[config.mk]
export PLATFORM = sky130hd
export DESIGN_NAME = tpi_multiport_flat
export DESIGN_NICKNAME = d
export VERILOG_FILES = /design/src/rtl/tpi_pkg.sv /design/src/rtl/tpi_multiport_if.sv /design/src/rtl/tpi_irq_prio.sv /design/src/rtl/tpi_multiport.sv /design/src/flat_wrapper.sv
export SDC_FILE = /design/constraint.sdc
export NUM_CORES = 1
export LEC_CHECK = 0
export CORE_MARGIN = 4
export CORE_UTILIZATION = 52
export DETAILED_ROUTE_END_ITERATION = 6
export PLACE_DENSITY_LB_ADDON = 0.12
export REMOVE_ABC_BUFFERS = 1
export SYNTH_ARGS = -nofsm -noshare
export SYNTH_HDL_FRONTEND = slang
export SYNTH_HIERARCHICAL = 1
export SYNTH_SLANG_ARGS = --single-unit
[constraint.sdc]
create_clock -name clk -period 2.4 [get_ports clk]
set_clock_uncertainty 0.1 [all_clocks]
set_input_delay 0.48 -clock clk [delete_from_list [all_inputs] [get_ports clk]]
set_output_delay 0.48 -clock clk [all_outputs]
set_load 0.05 [all_outputs]
[src/rtl/tpi_pkg.sv]
// tpi_pkg - shared types and register-map helpers for tpi_multiport.
// Optional vectored-priority support is enabled with TPI_PRIORITY_EN.
package tpi_pkg;

   typedef enum logic [1:0] {
      HS_HANDSHAKE = 2'b00,
      HS_PULSE     = 2'b01,
      HS_LOW       = 2'b10,
      HS_HIGH      = 2'b11
   } hs_mode_e;

   // Register offsets; the map grows with the number of ports.
   function automatic int pr_off(input int np, input int k);
      return k % np;
   endfunction

   function automatic int ddr_off(input int np, input int k);
      return np + (k % np);
   endfunction

   function automatic int cr_off(input int np);
      return 2 * np;
   endfunction

   function automatic int ilr_off(input int np);
      return 2 * np + 1;
   endfunction

   function automatic int mr_off(input int np);
      return 2 * np + 2;
   endfunction

   function automatic int edge_off(input int np);
      return 2 * np + 3;
   endfunction

   function automatic int air_off(input int np);
      return 2 * np + 4;
   endfunction

endpackage

[src/rtl/tpi_multiport_if.sv]
// tpi_multiport_if - 6509-side register bus of the multiport TPI.
interface tpi_multiport_if #(
   parameter int W  = 8,
   parameter int AW = 4
);
   logic          cs_n;
   logic          rw;
   logic [AW-1:0] rs;
   logic [W-1:0]  db_in;
   logic [W-1:0]  db_out;

   modport master (output cs_n, rw, rs, db_in, input db_out);
   modport slave  (input cs_n, rw, rs, db_in, output db_out);
endinterface

[src/rtl/tpi_irq_prio.sv]
// tpi_irq_prio - active-interrupt register for vectored priority mode.
// Holds the one-hot highest pending source until software acknowledges it.
module tpi_irq_prio
   import tpi_pkg::*;
#(
   parameter int N = 5
) (
   input  logic         clk,
   input  logic         res_n,
   input  logic         en_i,
   input  logic [N-1:0] pend_i,
   input  logic         clr_i,
   output logic [N-1:0] air_o
);

   logic [N-1:0] air_q, air_d, top;

   // One-hot of the highest-index pending bit.
   always_comb begin
      top = '0;
      for (int i = 0; i < N; i++) begin
         if (pend_i[i]) begin
            top    = '0;
            top[i] = 1'b1;
         end
      end
   end

   // Load only while empty so a later, higher arrival never pre-empts.
   always_comb begin
      air_d = air_q;
      if (clr_i || !en_i)  air_d = '0;
      else if (air_q == '0) air_d = top;
   end

   // AIR register.
   always_ff @(posedge clk or negedge res_n) begin
      if (!res_n) air_q <= '0;
      else        air_q <= air_d;
   end

   assign air_o = air_q;

endmodule

[src/rtl/tpi_multiport.sv]
// tpi_multiport - parametrised triport successor: NPORTS I/O ports, edge-latched
// interrupt controller, NHS handshake strobes. Define TPI_PRIORITY_EN to add
// the vectored active-interrupt register (CR.ip / AIR).
module tpi_multiport
   import tpi_pkg::*;
#(
   parameter int W      = 8,
   parameter int NPORTS = 3,
   parameter int NIRQ   = 5,
   parameter int NHS    = 2,
   parameter int PULSE  = 17
) (
   input  logic                clk,
   input  logic                res_n,
   tpi_multiport_if.slave      bus,
   input  logic [NPORTS*W-1:0] port_in,
   output logic [NPORTS*W-1:0] port_out,
   output logic [NPORTS*W-1:0] port_oe,
   input  logic [NIRQ-1:0]     irq_in,
   output logic [NHS-1:0]      hs_out,
   output logic                irq_n
);

   localparam int AW = $clog2(2*NPORTS+5);
   localparam logic [AW-1:0] A_CR   = AW'(cr_off(NPORTS));
   localparam logic [AW-1:0] A_ILR  = AW'(ilr_off(NPORTS));
   localparam logic [AW-1:0] A_MR   = AW'(mr_off(NPORTS));
   localparam logic [AW-1:0] A_EDGE = AW'(edge_off(NPORTS));

   logic                        rd, wr, wr_cr, wr_ilr;
   logic [NPORTS-1:0][W-1:0]    pr_q, ddr_q;
   logic                        mc_q, ip;
   logic [NHS-1:0][1:0]         hsm_q;
   logic [NIRQ-1:0]             ilr_q, ilr_d, mr_q, edge_q, prev_q, edges, clr;
   logic                        prev_vld_q, irq_n_q;
   logic [W-1:0]                rdata, db_q;
   logic [NHS-1:0]              hs_q, hs_d, rd_pr;
   logic [NHS-1:0][5:0]         cnt_q, cnt_d;

   assign rd     = ~bus.cs_n & bus.rw;
   assign wr     = ~bus.cs_n & ~bus.rw;
   assign wr_cr  = wr & (bus.rs == A_CR);
   assign wr_ilr = wr & (bus.rs == A_ILR);

   assign port_out   = pr_q | ~ddr_q;
   assign port_oe    = ddr_q;
   assign bus.db_out = db_q;

   // Edge detection is suppressed until irq_prev holds a real sample.
   assign edges = prev_vld_q ? ((edge_q & ~prev_q & irq_in) | (~edge_q & prev_q & ~irq_in)) : '0;

`ifdef TPI_PRIORITY_EN
   localparam logic [AW-1:0] A_AIR = AW'(air_off(NPORTS));
   logic            ip_q, wr_air;
   logic [NIRQ-1:0] air;

   assign wr_air = wr & (bus.rs == A_AIR);
   assign ip     = ip_q;
   assign irq_n  = ip_q ? ~|air : irq_n_q;

   // Priority-enable bit of CR.
   always_ff @(posedge clk or negedge res_n) begin
      if (!res_n)     ip_q <= 1'b0;
      else if (wr_cr) ip_q <= bus.db_in[1];
   end

   tpi_irq_prio #(.N(NIRQ)) u_prio (
      .clk    (clk),
      .res_n  (res_n),
      .en_i   (ip_q),
      .pend_i (ilr_q & mr_q),
      .clr_i  (wr_air),
      .air_o  (air)
   );
`else
   assign ip    = 1'b0;
   assign irq_n = irq_n_q;
`endif

   // Port-read strobes for the handshake channels.
   always_comb begin
      rd_pr = '0;
      for (int k = 0; k < NHS; k++)
         rd_pr[k] = rd & (bus.rs == AW'(pr_off(NPORTS, k)));
   end

   // Read mux; unimplemented bits and addresses read as ones.
   always_comb begin
      rdata = '1;
      for (int k = 0; k < NPORTS; k++) begin
         if (bus.rs == AW'(pr_off(NPORTS, k)))  rdata = port_in[k*W +: W];
         if (bus.rs == AW'(ddr_off(NPORTS, k))) rdata = ddr_q[k];
      end
      if (bus.rs == A_CR) begin
         rdata[0]         = mc_q;
         rdata[1]         = ip;
         rdata[2 +: 2*NHS] = hsm_q;
      end
      if (bus.rs == A_ILR)  rdata[NIRQ-1:0] = ilr_q;
      if (bus.rs == A_MR)   rdata[NIRQ-1:0] = mr_q;
      if (bus.rs == A_EDGE) rdata[NIRQ-1:0] = edge_q;
`ifdef TPI_PRIORITY_EN
      if (bus.rs == A_AIR)  rdata[NIRQ-1:0] = air;
`endif
   end

   // Latch update: a new edge beats a same-cycle clear; frozen while mc = 0.
   always_comb begin
      clr = '0;
      if (wr_ilr) clr = ~bus.db_in[NIRQ-1:0];
`ifdef TPI_PRIORITY_EN
      if (wr_air) clr = clr | air;
`endif
      ilr_d = ilr_q;
      if (mc_q) ilr_d = (ilr_q & ~clr) | edges;
   end

   // Handshake level and pulse counters; a CR write returns every channel to idle.
   always_comb begin
      hs_d  = hs_q;
      cnt_d = cnt_q;
      for (int k = 0; k < NHS; k++) begin
         if (cnt_q[k] != 6'd0)      cnt_d[k] = cnt_q[k] - 6'd1;
         if (edges[NIRQ-NHS+k])     hs_d[k]  = 1'b1;
         if (rd_pr[k] && mc_q) begin
            if (hsm_q[k] == HS_HANDSHAKE) hs_d[k]  = 1'b0;
            if (hsm_q[k] == HS_PULSE)     cnt_d[k] = 6'(PULSE);
         end
         if (wr_cr) begin
            hs_d[k]  = 1'b1;
            cnt_d[k] = 6'd0;
         end
      end
   end

   // Strobe output per channel mode.
   always_comb begin
      hs_out = '1;
      for (int k = 0; k < NHS; k++) begin
         case (hs_mode_e'(hsm_q[k]))
            HS_HANDSHAKE: hs_out[k] = hs_q[k];
            HS_PULSE:     hs_out[k] = (cnt_q[k] == 6'd0);
            HS_LOW:       hs_out[k] = 1'b0;
            default:      hs_out[k] = 1'b1;
         endcase
      end
   end

   // Register file, read data, interrupt state.
   always_ff @(posedge clk or negedge res_n) begin
      if (!res_n) begin
         pr_q       <= '0;
         ddr_q      <= '0;
         mc_q       <= 1'b0;
         hsm_q      <= '0;
         mr_q       <= '0;
         edge_q     <= '0;
         ilr_q      <= '0;
         prev_q     <= '0;
         prev_vld_q <= 1'b0;
         db_q       <= '0;
         irq_n_q    <= 1'b1;
         hs_q       <= '1;
         cnt_q      <= '0;
      end else begin
         if (wr) begin
            for (int k = 0; k < NPORTS; k++) begin
               if (bus.rs == AW'(pr_off(NPORTS, k)))  pr_q[k]  <= bus.db_in;
               if (bus.rs == AW'(ddr_off(NPORTS, k))) ddr_q[k] <= bus.db_in;
            end
            if (bus.rs == A_CR) begin
               mc_q  <= bus.db_in[0];
               hsm_q <= bus.db_in[2 +: 2*NHS];
            end
            if (bus.rs == A_MR)   mr_q   <= bus.db_in[NIRQ-1:0];
            if (bus.rs == A_EDGE) edge_q <= bus.db_in[NIRQ-1:0];
         end
         if (rd) db_q <= rdata;
         ilr_q      <= ilr_d;
         prev_q     <= irq_in;
         prev_vld_q <= 1'b1;
         irq_n_q    <= ~(mc_q & |(ilr_q & mr_q));
         hs_q       <= hs_d;
         cnt_q      <= cnt_d;
      end
   end

endmodule
[src/flat_wrapper.sv]
// flat-port wrapper written by rule: the top's interface ports become plain ports
module tpi_multiport_flat import tpi_pkg::*;
#(
   parameter int W      = 8,
   parameter int NPORTS = 3,
   parameter int NIRQ   = 5,
   parameter int NHS    = 2,
   parameter int PULSE  = 17
)
  (clk, res_n, port_in, port_out, port_oe, irq_in, hs_out, irq_n, bus_cs_n, bus_rw, bus_rs, bus_db_in, bus_db_out);
  tpi_multiport_if #(.W(W)) bus_i ();
  input  logic clk;
  input  logic res_n;
  input  logic [NPORTS*W-1:0] port_in;
  output logic [NPORTS*W-1:0] port_out;
  output logic [NPORTS*W-1:0] port_oe;
  input  logic [NIRQ-1:0] irq_in;
  output logic [NHS-1:0] hs_out;
  output logic irq_n;
  input wire logic [$bits(bus_i.cs_n)-1:0] bus_cs_n;
  input wire logic [$bits(bus_i.rw)-1:0] bus_rw;
  input wire logic [$bits(bus_i.rs)-1:0] bus_rs;
  input wire logic [$bits(bus_i.db_in)-1:0] bus_db_in;
  output wire logic [$bits(bus_i.db_out)-1:0] bus_db_out;
  assign bus_i.cs_n = bus_cs_n;
  assign bus_i.rw = bus_rw;
  assign bus_i.rs = bus_rs;
  assign bus_i.db_in = bus_db_in;
  assign bus_db_out = bus_i.db_out;
  tpi_multiport #(.W(W), .NPORTS(NPORTS), .NIRQ(NIRQ), .NHS(NHS), .PULSE(PULSE)) u_core (.clk(clk), .res_n(res_n), .bus(bus_i), .port_in(port_in), .port_out(port_out), .port_oe(port_oe), .irq_in(irq_in), .hs_out(hs_out), .irq_n(irq_n));
endmodule
==> metrics.csv, run 1 <==
stage,metric,value,unit
final_layout,Final nets,650,
global_routing,grt total ovfl,0,
pwr,Tot Pwr,0.00560,W
floorplanning,die boundary height,105,um
global_routing,total track usage,25.3,%
critical_path,Worst EP arrival,1.73,ns
logic_synthesis,async set or reset register ratio after synthesis,100,%
logic_synthesis,"EDFF count, synth",0,
floorplanning,num rows,35,
sta,WHS,0.404,ns
routing,WL per Instance,18.8,um
routing,1st-iter DRT viols,301,
sta,Worst-Margin Slew,0.535,ns
routing,Pre-Repair DR Iteration Count,5,
logic_synthesis,synthesized cell area,4870,sq um
pwr,static leakage power,2.78,nW
final_layout,share of post-route cells with drive strength above 1,20.8,%
floorplanning,Core Region,9150,sq um
logic_synthesis,"Top FF cell, synth",dfrtp_1,
placement,area post-placement,6260,sq um
global_routing,global-route wire length before repair,22.2,mm
sta,Final Hold Viols,0,
floorplanning,Die X,105,um
routing,vias per inst,5.64,
critical_path,nature of the critical path startpoint,flip-flop,
sta,Final Setup Violations,0,
final_layout,Final Instance Area,6450,sq um
clock_network,CTS tree,done,
critical_path,Worst R2R Path Depth,4,
sta,final period utilization,96.3,%
clock_network,setup bufs post-CTS,0,
critical_path,worst path required time,1.82,ns
logic_synthesis,Yosys cell types,48,
floorplanning,Initial Utilization,53.2,%
clock_network,maximum clock insertion buffer count,2,
routing,via count,4047,
logic_synthesis,cells after synthesis,470,
final_layout,Antenna diodes,0,
critical_path,crit end category,output port,
critical_path,worst-path maximum fanout,4,
sta,Max Slew Vio Count,0,
placement,Detailed Place HPWL,10.1,mm
global_routing,antenna violations before repair,0,
final_layout,"most common cell after layout, fill and taps aside",clkdlybuf4s50_1,
pwr,pwr/cell area,867,nW/um^2
logic_synthesis,sequential-to-total area share from yosys stat,50.0,%
global_routing,vias in the first global route,4244,
hold_path,hold depth,1,
sta,Fmax,433,MHz
job,Max-cap violations,0,
routing,drt drc,0,
clock_network,H-tree depth,3,
sta,min cycle time layout,2.31,ns
logic_synthesis,"flops & latches, synth",97,
pwr,VDD IR max,0.000537,V
clock_network,TritonCTS Buffers,9,
logic_synthesis,Yosys warnings,6,
floorplanning,Top Ports,104,
final_layout,Layout area overhead,32.6,%
hold_path,Worst Hold Class,reg2reg,
clock_network,CTS sink cnt,97,
routing,Final ANT Viol Nets,0,
floorplanning,die footprint,11000,sq um
clock_network,clk root buf,clkbuf_8,
final_layout,most frequent cells in the layout,"clkdlybuf4s50_1, dfrtp_1, mux2_2, nand2_1, o21ai_0",
placement,IO Port Bufs,103,
run_status,status,"complete, no violations",
critical_path,crit path kind,reg2out,
logic_synthesis,Syn Area/Cell,10.4,sq um
clock_network,Worst-path clk slew,0.10,ns
sta,Slew headroom,64.2,%
placement,GP Congestion,0.825,
clock_network,clk_lat worst skew,0.36,ns
routing,final wirelength,13.5,mm
sta,unrepaired setup endpoints after global routing,false,
global_routing,pin count of the biggest net entering global routing,52,
-- routing by layer --
layer / global-route usage, % / part of all wire (%)
met3: 5.93 / 5.2
met1: 35.5 / 46
met2: 39.7 / 48
met5: 0 / 0
met4: 6.37 / 1.2
-- critical path: stages (launching register included) --
cell	delay, ns
dfrtp_1	0.45
nand2b_1	0.11
clkdlybuf4s50_1	0.81
-- power by group --
part           total [W]  switching [W]  leakage, nW  internal (W)
clock           0.000959       0.000574       0.0843      0.000386
sequential       0.00238       0.000356         1.20       0.00202
combinational    0.00226        0.00131         1.50      0.000946
total            0.00560        0.00224         2.78       0.00336
-- flip-flops by register name, summed over array words and instances, names as in the netlist, 4 cells and up --
register,flops
u_core/bus.db_out,8
u_core/cnt_q,12
u_core/edge_q,5
u_core/hsm_q,4
u_core/ilr_q,5
u_core/mr_q,5
u_core/port_oe,24
u_core/pr_q,24
u_core/prev_q,5
-- logic make-up after synthesis --
| logic type | count (synthesis) | share of synthesized area [%] |
|---|---|---|
| AO/OA/AOI/OAI | 87 | 10.2 |
| XOR/XNOR | 10 | 1.80 |
| adder cells (fa/ha/maj) | 4 | 1.03 |
| buffers and inverters | 29 | 2.49 |
| flip-flops | 97 | 50.0 |
| multiplexers | 67 | 15.9 |
| other | 1 | 0.0771 |
| AND/OR/NAND/NOR | 175 | 18.6 |
-- cell type report --
cell class / count / area, sq um
clock buffer: 11 / 131
fill: 712 / 2700
timing repair buffer: 141 / 1360
sequential: 97 / 2430
tap: 111 / 139
multi-input combinational: 344 / 2320
inverter: 8 / 30.0
clock inverter: 5 / 38.8
-- synth_stat cells, types with 2 or more instances --
cell type   n  area share (%)
xnor2_1     8             1.4
buf_2       4            0.41
nor2_1     39             3.0
a21oi_1    18             1.9
nand3_1    11             1.1
mux2_2     61              14
or3_1       3            0.39
nor3_1     12             1.2
nand4bb_1   2            0.46
xor2_1      2            0.36
nand3b_1    4            0.62
and2_1      3            0.39
nor2b_1     9             1.2
a31oi_1    11             1.4
nor3b_1     2            0.31
clkbuf_1   15             1.2
a211oi_1    5            0.77
o21ai_0    41             4.2
nor4_1      6            0.77
mux2_4      5             1.5
dfstp_2     3             1.6
nand2_1    43             3.3
dfrtp_1    94              48
nand4_1     4            0.51
ha_1        4             1.0
and3_1      2            0.26
inv_1       7            0.54
nand2b_1   28             3.6
o22ai_1     5            0.64
-- stage by stage --
step | std cells | setup WS [ns] | utilization (%) | TNS (ns)
after floorplan | 449 | 0.193 | - | 0
after global placement | 700 | -0.112 | 68.4 | -1.01
after detailed placement | 700 | -0.135 | 68.4 | -1.96
after CTS | 717 | 0.0740 | 70.4 | 0
after global routing | 717 | 0.00991 | 70.5 | 0
final | 717 | 0.0888 | 70.5 | 0
-- final timing paths --
kind                                    start           endpoint  slack [ns]
max                        u_core/port_oe[12]       port_out[12]        0.09
min                           u_core/pr_q[19]    u_core/pr_q[19]        0.40
max reg2reg                       u_core/mc_q    u_core/cnt_q[8]        0.84
min reg2reg                   u_core/pr_q[19]    u_core/pr_q[19]        0.40
max in group asynchronous               res_n  u_core/port_oe[7]        1.10
min in group asynchronous               res_n   u_core/prev_q[0]        0.41
-- repair_timing --
action / in CTS / in global routing
hold endpoints to repair: 14 / 0
hold buffers: 1 / 0
endpoints found under the setup margin: 0 / 1
resized for setup: 0 / 1
Note: power is estimated with default switching activity, not from simulation.
==> inputs of run 2 (changes only) <==
HOLD_SLACK_MARGIN = 0.03   (was default)
==> results of run 2 <==
Final layout, timing and power as in run 1 (identical DEF).
==> inputs of run 3 (changes only) <==
==> constraint.sdc (replaced) <==
create_clock -name clk -period 2.4 [get_ports clk]
set_clock_uncertainty 0.1 [all_clocks]
set_input_delay 0.48 -clock clk [delete_from_list [all_inputs] [get_ports clk]]
set_output_delay 0.48 -clock clk [all_outputs]
set_load 0.01 [all_outputs]
==> metrics.csv, run 3 (same netlist as run 1, synthesis figures left out) <==
stage,metric,value,unit,change
run_status,status,"complete, no violations",,
sta,TNS Setup,0,ns,unchanged
sta,Slew headroom,64.0,%,-0.23 points
final_layout,"most common cell after layout, fill and taps aside",clkdlybuf4s50_1,,
routing,Final ANT Viol Nets,0,,unchanged
sta,Worst-Margin Slew,0.540,ns,+0.00510 ns
placement,Cell Count Post-Placement,696,,-0.57%
critical_path,slowest CP cell,dfrtp_1,,
pwr,static leakage power,2.77,nW,-0.26%
critical_path,crit end category,output port,,
final_layout,most frequent cells in the layout,"clkdlybuf4s50_1, dfrtp_1, mux2_2, nand2_1, o21ai_0",,
clock_network,H-tree depth,3,,unchanged
global_routing,global-route wire length before repair,22.8,mm,+2.6%
placement,IO Port Bufs,103,,unchanged
routing,final wirelength,13.7,mm,+1.7%
sta,Final Hold Viols,0,,unchanged
routing,vias per inst,5.66,,+0.25%
global_routing,grt total ovfl,0,,unchanged
global_routing,met3 Usage GRT,5.31,%,-0.62 points
global_routing,antenna violations before repair,0,,unchanged
sta,min cycle time layout,2.20,ns,-0.110 ns
critical_path,worst path required time,1.82,ns,about the same
final_layout,Final nets,645,,-0.77%
routing,WL per Instance,19.3,um,+2.5%
final_layout,share of post-route cells with drive strength above 1,20.2,%,-0.63 points
floorplanning,Top Ports,104,,unchanged
sta,WHS,0.0203,ns,-0.384 ns
placement,Place WS,-0.160,ns,-0.0248 ns
floorplanning,Core Region,9150,sq um,unchanged
sta,unrepaired setup endpoints after global routing,false,,
global_routing,pin count of the biggest net entering global routing,98,,+88%
clock_network,Worst-path clk slew,0.09,ns,about the same
critical_path,CP bufs+invs,2,,+1
sta,final period utilization,91.7,%,-4.6 points
hold_path,Worst Hold Class,in2async,,
sta,Max Slew Vio Count,0,,unchanged
pwr,VDD IR max,0.000383,V,-29%
critical_path,"Largest stage delay, worst path",0.42,ns,-0.39 ns
sta,PnR worst setup slack,0.198,ns,+0.110 ns
critical_path,crit path kind,reg2out,,
sta,Final Setup Violations,0,,unchanged
placement,Detailed Place HPWL,10.1,mm,-0.83%
critical_path,nature of the critical path startpoint,flip-flop,,
global_routing,met2 track demand over resource,42.4,%,+2.7 points
clock_network,TritonCTS Buffers,9,,unchanged
routing,via count,4023,,-0.59%
placement,GP Congestion,0.794,,-3.8%
critical_path,reg2reg setup slack,0.87,ns,+0.03 ns
job,Max-cap violations,0,,unchanged
global_routing,GR peak layer,met2,,
final_layout,Layout area overhead,32.5,%,about the same
floorplanning,Initial Utilization,53.2,%,unchanged
pwr,pwr/cell area,809,nW/um^2,-6.8%
final_layout,Layout Cells excl Fill,711,,-0.84%
clock_network,clk root buf,clkbuf_8,,
final_layout,Antenna diodes,0,,unchanged
clock_network,CTS sink cnt,97,,unchanged
floorplanning,die boundary height,105,um,unchanged
critical_path,worst-path maximum fanout,6,,+2
critical_path,reg-to-reg endpoint,u_core/cnt_q[9],,
clock_network,CTS tree,done,,
critical_path,Worst EP arrival,1.62,ns,-0.11 ns
critical_path,Worst R2R Start,u_core/mc_q,,
routing,1st-iter DRT viols,232,,-23%
floorplanning,die footprint,11000,sq um,unchanged
global_routing,total track usage,26.1,%,+0.85 points
routing,drt drc,0,,unchanged
global_routing,vias in the first global route,4315,,+1.7%
global_routing,met1 Use GR,35.7,%,+0.20 points
critical_path,"critical path, cell by cell",inv_1 -> ha_1 -> nand3_2 -> a31oi_1 -> dlygate4sd2_1,,
critical_path,"CP delay by family, top",flip-flops,,
final_layout,Fillers,729,,+2.4%
clock_network,maximum clock insertion buffer count,2,,unchanged
sta,Fmax,454,MHz,+5.0%
critical_path,Worst R2R Path Depth,4,,unchanged
floorplanning,num rows,35,,unchanged
floorplanning,Die X,105,um,unchanged
routing,Pre-Repair DR Iteration Count,4,,-1
clock_network,clk_lat worst skew,0.36,ns,about the same
run 3: repair_timing:
action / in CTS / in global routing
resized for setup: 3 / 0
setup buffers: 0 / 0
hold buffers: 0 / 0
setup endpoints to repair: 2 / 0
run 3: cell type report:
cell class                      count  area, sq um  share of cell area (%)
Multi-Input combinational cell    344         2320                    36.0
Inverter                            8         30.0                   0.466
Timing Repair Buffer              136         1300                    20.2
Sequential cell                    97         2430                    37.7
Clock buffer                       11          151                    2.35
Tap cell                          111          139                    2.15
Clock inverter                      4         76.3                    1.18
run 3: per-stage QoR:
step | utilization [%] | cell area (sq um) | power [W]
finish | 70.4 | 6440 | 0.00521
global route | 70.4 | 6440 | 0.00552
CTS | 70.4 | 6440 | 0.00525
detailed placement | 67.9 | 6210 | 0.00403
global placement | 67.9 | 6210 | 0.00395
floorplan | - | 4770 | 0.00317
run 3: worst max-delay path by stage:
stage	from	end	slack, ns	depth (start not counted)
after detailed placement	bus_rs[1]	u_core/mr_q[1]	-0.16	4
final	u_core/cnt_q[0]	hs_out[0]	0.20	5
after global routing	u_core/cnt_q[6]	hs_out[1]	0.07	5
after global placement	bus_rs[1]	u_core/mr_q[3]	-0.12	4
after CTS	u_core/cnt_q[0]	hs_out[0]	0.18	5
after floorplan	bus_rs[0]	u_core/mr_q[0]	0.38	3
run 3: power breakdown:
part	internal (W)	switching (W)
logic	0.000915	0.000695
registers	0.00202	0.000370
clock network	0.000641	0.000567
run 3: per-layer routing:
layer | vias up | part of all wire (%)
met4 | 0 | 1.3
met5 | - | 0
li1 | 1910 | -
met3 | 16 | 6.3
met2 | 123 | 49
met1 | 1974 | 43
